$ cat config.mk
export PLATFORM = sky130hd
export DESIGN_NAME = xoodyak_vector_sequencer
export DESIGN_NICKNAME = d
export VERILOG_FILES = /design/src/rtl/xoodyak_vector_sequencer.sv
export SDC_FILE = /design/constraint.sdc
export NUM_CORES = 2
export LEC_CHECK = 0
export ABC_CLOCK_PERIOD_IN_PS = 35500
export CAP_MARGIN = 20
export CORE_AREA = 3 3 701 703
export DETAILED_ROUTE_END_ITERATION = 6
export DIE_AREA = 0 0 704 706
export GPL_ROUTABILITY_DRIVEN = 0
export HOLD_SLACK_MARGIN = 0.15
export SLEW_MARGIN = 0
export SYNTH_ARGS = -nofsm -noshare
export SYNTH_HDL_FRONTEND = slang
export SYNTH_SLANG_ARGS = --single-unit
export TNS_END_PERCENT = 1
$ cat constraint.sdc
create_clock -name eph1 -period 35.5 [get_ports eph1]
set_input_delay 3.55 -clock eph1 [delete_from_list [all_inputs] [get_ports eph1]]
set_output_delay 3.55 -clock eph1 [all_outputs]
set_load 0.03 [all_outputs]
$ cat src/rtl/xoodyak_vector_sequencer.sv
// xoodyak_vector_sequencer: walks NVEC test vectors from an external
// combinational ROM through xoodyaktop. For each vector it loads the fields,
// pulses dut_start and waits for dut_done. It then compares the result against
// the ROM's expected ciphertext/plaintext and tag, and counts passes and fails.
//
// Modes (latched at run): 00 encrypt, 01 decrypt, 10 encrypt then decrypt
// (round trip, the decrypt input is the captured ciphertext), 11 treated as 00.
//
// Build option: define XSEQ_STOP_ON_FAIL_EN to end the pass at the first
// failing vector (mismatch or timeout) after it has been counted.
//
// Handshake with the DUT: dut_start is a one-cycle request issued only in
// START. The DUT's dut_done is accepted only while in WAIT, and never in the
// same cycle as START. dut_textout and dut_authdata are captured on that cycle.
// A WAIT lasting TIMEOUT cycles without dut_done fails the vector.
//
// state_dbg exposes the FSM encoding for checkers.

module xoodyak_vector_sequencer #(
    parameter int NVEC    = 4,
    parameter int TEXT_W  = 192,
    parameter int KEY_W   = 128,
    parameter int TAG_W   = 128,
    parameter int TIMEOUT = 1023,
    localparam int IW     = $clog2(NVEC) + 1
) (
    input  logic              eph1,
    input  logic              reset,
    input  logic              run,
    input  logic [1:0]        mode_sel,
    output logic [IW-1:0]     vec_idx,
    input  logic [KEY_W-1:0]  vec_key,
    input  logic [KEY_W-1:0]  vec_nonce,
    input  logic [KEY_W-1:0]  vec_ad,
    input  logic [TEXT_W-1:0] vec_pt,
    input  logic [TEXT_W-1:0] vec_ct,
    input  logic [TAG_W-1:0]  vec_tag,
    output logic              dut_start,
    output logic [TEXT_W-1:0] dut_textin,
    output logic [KEY_W-1:0]  dut_key,
    output logic [KEY_W-1:0]  dut_nonce,
    output logic [KEY_W-1:0]  dut_assodata,
    output logic              dut_opmode,
    input  logic [TEXT_W-1:0] dut_textout,
    input  logic [TAG_W-1:0]  dut_authdata,
    input  logic              dut_done,
    output logic              busy,
    output logic              done,
    output logic [IW-1:0]     pass_cnt,
    output logic [IW-1:0]     fail_cnt,
    output logic [IW-1:0]     first_fail,
    output logic              timeout_err,
    output logic [2:0]        state_dbg
);

    localparam int CW = $clog2(TIMEOUT + 1);

    typedef enum logic [2:0] {
        S_IDLE  = 3'd0,
        S_LOAD  = 3'd1,
        S_START = 3'd2,
        S_WAIT  = 3'd3,
        S_CHECK = 3'd4,
        S_NEXT  = 3'd5,
        S_DONE  = 3'd6
    } state_t;

    state_t              state;
    logic [1:0]          mode_q;     // mode latched for the whole pass
    logic                phase;      // round trip: 0 encrypt phase, 1 decrypt phase
    logic [CW-1:0]       wait_cnt;
    logic [TEXT_W-1:0]   cap_text;
    logic [TAG_W-1:0]    cap_tag;
    logic                vec_fail;   // current vector failed, consumed in NEXT

    logic [TEXT_W-1:0]   text_exp;
    logic                check_ok;
    logic                last_vec;
    logic                stop_now;

    // Expected text depends on the direction actually issued to the DUT.
    assign text_exp  = dut_opmode ? vec_pt : vec_ct;
    assign check_ok  = (cap_text == text_exp) && (cap_tag == vec_tag);
    assign last_vec  = (vec_idx == IW'(NVEC - 1));
    assign state_dbg = state;

`ifdef XSEQ_STOP_ON_FAIL_EN
    assign stop_now = vec_fail;
`else
    assign stop_now = 1'b0;
`endif

    // Sequencer FSM with all outputs registered alongside the state.
    always_ff @(posedge eph1 or posedge reset) begin
        if (reset) begin
            state        <= S_IDLE;
            mode_q       <= 2'b00;
            phase        <= 1'b0;
            wait_cnt     <= '0;
            cap_text     <= '0;
            cap_tag      <= '0;
            vec_fail     <= 1'b0;
            vec_idx      <= '0;
            dut_start    <= 1'b0;
            dut_textin   <= '0;
            dut_key      <= '0;
            dut_nonce    <= '0;
            dut_assodata <= '0;
            dut_opmode   <= 1'b0;
            busy         <= 1'b0;
            done         <= 1'b0;
            pass_cnt     <= '0;
            fail_cnt     <= '0;
            first_fail   <= '1;
            timeout_err  <= 1'b0;
        end else begin
            case (state)
                S_IDLE, S_DONE: begin
                    if (run) begin
                        pass_cnt    <= '0;
                        fail_cnt    <= '0;
                        first_fail  <= '1;
                        timeout_err <= 1'b0;
                        vec_idx     <= '0;
                        mode_q      <= (mode_sel == 2'b11) ? 2'b00 : mode_sel;
                        phase       <= 1'b0;
                        vec_fail    <= 1'b0;
                        done        <= 1'b0;
                        busy        <= 1'b1;
                        state       <= S_LOAD;
                    end
                end
                S_LOAD: begin
                    dut_key      <= vec_key;
                    dut_nonce    <= vec_nonce;
                    dut_assodata <= vec_ad;
                    dut_opmode   <= (mode_q == 2'b01) || phase;
                    if (mode_q == 2'b01) begin
                        dut_textin <= vec_ct;
                    end else if (phase) begin
                        dut_textin <= cap_text;
                    end else begin
                        dut_textin <= vec_pt;
                    end
                    dut_start    <= 1'b1;
                    state        <= S_START;
                end
                S_START: begin
                    dut_start <= 1'b0;
                    wait_cnt  <= '0;
                    state     <= S_WAIT;
                end
                S_WAIT: begin
                    if (dut_done) begin
                        cap_text <= dut_textout;
                        cap_tag  <= dut_authdata;
                        state    <= S_CHECK;
                    end else if (wait_cnt == CW'(TIMEOUT - 1)) begin
                        timeout_err <= 1'b1;
                        vec_fail    <= 1'b1;
                        state       <= S_NEXT;
                    end else begin
                        wait_cnt <= wait_cnt + 1'b1;
                    end
                end
                S_CHECK: begin
                    if (check_ok && (mode_q == 2'b10) && !phase) begin
                        phase <= 1'b1;
                        state <= S_LOAD;
                    end else begin
                        vec_fail <= !check_ok;
                        state    <= S_NEXT;
                    end
                end
                S_NEXT: begin
                    if (vec_fail) begin
                        fail_cnt <= fail_cnt + 1'b1;
                        if (fail_cnt == '0) begin
                            first_fail <= vec_idx;
                        end
                    end else begin
                        pass_cnt <= pass_cnt + 1'b1;
                    end
                    phase    <= 1'b0;
                    vec_fail <= 1'b0;
                    if (last_vec || stop_now) begin
                        busy  <= 1'b0;
                        done  <= 1'b1;
                        state <= S_DONE;
                    end else begin
                        vec_idx <= vec_idx + 1'b1;
                        state   <= S_LOAD;
                    end
                end
                default: begin
                    state <= S_IDLE;
                end
            endcase
        end
    end

endmodule

==> results.toml <==
[drt]
vias = 41300
drtPass1Iterations = 5
drc = 0
drtIter0Drc = 3679
final_antenna_net_count = 0
vias_per_cell = 3.40
post_drt_wl_per_cell_um = 39.6
routed_wl_um = 482000

[worst_setup_path]
crit_buf_inv = 4
endpoint_kind = "flip-flop"
path_cells = "clkdlybuf4s50_1, nand2_1, nor2_4, buf_4, buf_12, buf_4, mux2_2"
criticalPathCategory = "input port to flip-flop"
crit_slowest_cell = "buf_4"
crit_family = "buffers and inverters"
crit_top_cell = "buf_4"
cp_data_required_time_ns = 36.21
max_stage_delay_ns = 0.85
arrival_ns = 7.50
critPathLaunchType = "input port"
path_max_fanout = 90

[timing]
hold_viol = 0
fmax_mhz = 147
drv_slew = 0
slew_headroom_pct = 21.1
setup_tns_ns = 0
fin_ws_ns = 28.72
period_share_pct = 19.1
rsz0062_at_grt = "false"
final.min_clock_period_ns = 6.78
final-setup-viol-count = 0
worst_pin_slew_ns = 1.18
finClkSkew_ns = 0.0606
hold_slack_ns = 0.475

[die]
dieArea_mm2 = 0.497
die_y_um = 706
coreArea_mm2 = 0.486
rows = 256
start_util_pct = 8.98
die_w_um = 704
io_pins = 1818

[layout]
synthToLayoutAreaGrowth_pct = 72.9
fin_util_pct = 15.5
final_cell_area_mm2 = 0.0754
fin_nets = 6637
layout-drive-gt1-share_pct = 19.3

[synthesis]
synth-seq-cells = 930
yosysWarnings = 0
syn-cell-area_mm2 = 0.0436
synth-edff-count = 0
syn_nets = 4801
async_flop_share_pct = 100
synth_cell_types = 37
netlist_instances = 3572
synthFlopType = "dfrtp_1"
postSynthAreaPerCell_um2 = 12.2
ys_seq_area_share_pct = 53.4

[outcome]
status = "complete, no violations"

[placed_design]
portBuffers = 1817
placed_cell_area_mm2 = 0.0700
hpwl_um = 429000
place_ws_ns = 27.65

[cts]
postCtsHoldBufs = 0
cts_tree = "done"
path_clk_slew_ns = 0.06
clock-sinks = 930
clock_latency_ns = 0.90
root_buffer = "clkbuf_16"
clk_path_buf_depth = 4
htreeDepth = 4
cts_buffers = 137
postCtsSetupBuffers = 0
postCtsResizedCells = 0

[grt]
antenna_found_initial = 707
grtUsageTotal_pct = 18.7
grt_pass1_vias = 38700
grt_overflow = 0
grt_start_max_net_pins = 123
grt_first_pass_wirelength_um = 571000

[power]
power.leakage_nw = 27.3
powerDensity_mw_per_mm2 = 101
ir_drop_mv = 0.0517

[flow_run]
drv_cap = 0

[hold_path]
hp-class = "flip-flop to flip-flop"
registers in the layout (all words and copies together), names as in the netlist:
name	count
cap_text	192
dut_textin	192
cap_tag	128
dut_assodata	128
dut_key	128
dut_nonce	128
wait_cnt	10
fail_cnt	3
first_fail	3
pass_cnt	3
state_dbg	3
vec_idx	3
mode_q	2
busy	1
done	1
dut_opmode	1
dut_start	1
phase	1
timeout_err	1
vec_fail	1
per-stage QoR:
step	total power, mW	instances
2_1_floorplan	3.86	3572
3_3_place_gp	6.13	11700
3_5_place_dp	6.15	11700
4_1_cts	7.71	12000
5_1_grt	7.93	12100
6_report	7.59	12200
logic make-up (layout without fill, tap and decap cells):
family	count (synthesis)	in the layout	share of synthesized area, %
xor gates and xnor gates	327	327	6.57
muxes	1089	1089	27.0
and+or+nand+nor	581	581	5.83
adders and majority gates	7	7	0.201
other	0	192	0
AOI/OAI and AO/OA	418	418	4.88
buffers and inverters	220	2158	2.10
DFF	930	930	53.4
final timing paths:
| check | endpoint | cells past startpoint | startpoint | slack, ns |
|---|---|---|---|---|
| max | cap_text[115]$_DFFE_PP0P_ | 7 | dut_done | 28.72 |
| min | dut_textin[149]$_DFFE_PP0P_ | 2 | dut_textin[149]$_DFFE_PP0P_ | 0.47 |
| max reg2reg | vec_fail$_DFFE_PP0P_ | 11 | dut_opmode$_DFFE_PP0P_ | 28.84 |
| min reg2reg | dut_textin[149]$_DFFE_PP0P_ | 2 | dut_textin[149]$_DFFE_PP0P_ | 0.47 |
| max in group asynchronous | dut_textin[79]$_DFFE_PP0P_ | 6 | reset | 28.85 |
| min in group asynchronous | cap_tag[15]$_DFFE_PP0P_ | 2 | reset | 3.25 |
layer usage:
layer,global-route usage (%),routed length [um]
met2,29.1,213000
met5,0,2280
met3,13.5,77400
met1,18.7,162000
met4,8.50,26700
Yosys cell counts, types with 10 or more instances:
library cell  instances  area (um2)
xnor2_1             319        2790
clkbuf_1            173         649
o21ai_0             205        1030
nand4_1              52         325
buf_1                17        63.8
a21oi_1             199         996
dfrtp_1             927       23200
mux2i_1             384        3840
nand2_1             222         833
nor2_1              220         826
buf_2                10        50.1
mux2_2              705        7940
nor4_1               59         369
cell usage in the layout (no fill, tap or decap), types with 16 or more instances in the layout:
master | synthesis | layout
bufinv_16 | 0 | 17
clkbuf_1 | 173 | 22
clkbuf_16 | 0 | 137
mux2i_1 | 384 | 384
a21oi_1 | 199 | 199
diode_2 | 0 | 192
nand4_1 | 52 | 52
nand2_1 | 222 | 221
buf_4 | 4 | 78
clkbuf_8 | 0 | 25
mux2_2 | 705 | 705
clkdlybuf4s50_1 | 0 | 1816
nor4_1 | 59 | 38
xnor2_1 | 319 | 306
dfrtp_1 | 927 | 925
nor4_2 | 2 | 20
clkinv_2 | 0 | 16
nor2_1 | 220 | 219
o21ai_0 | 205 | 205
final cells by class:
class | instances | area [um2]
clock buffers | 184 | 3850
clock inverters | 57 | 893
multi-input cells | 2422 | 19700
well taps | 6450 | 8070
repair buffers | 1909 | 19100
inverters | 8 | 37.5
fillers | 54200 | 410000
flip-flops and latches | 930 | 23300
diodes | 192 | 480
report_power, final:
part	leakage, nW	switching (mW)	total, mW	internal, mW
combinational	13.8	2.47	4.00	1.53
sequential	11.1	0.489	2.09	1.60
clock	2.32	0.605	1.50	0.895
tightest hold or removal path: cells and delay by family, from the launching register on:
kind	cells	cell delay [ns]
DFF	1	0.34
AOI/OAI and AO/OA	1	0.06
and+or+nand+nor	1	0.04
Note: power is estimated with default switching activity, not from simulation.
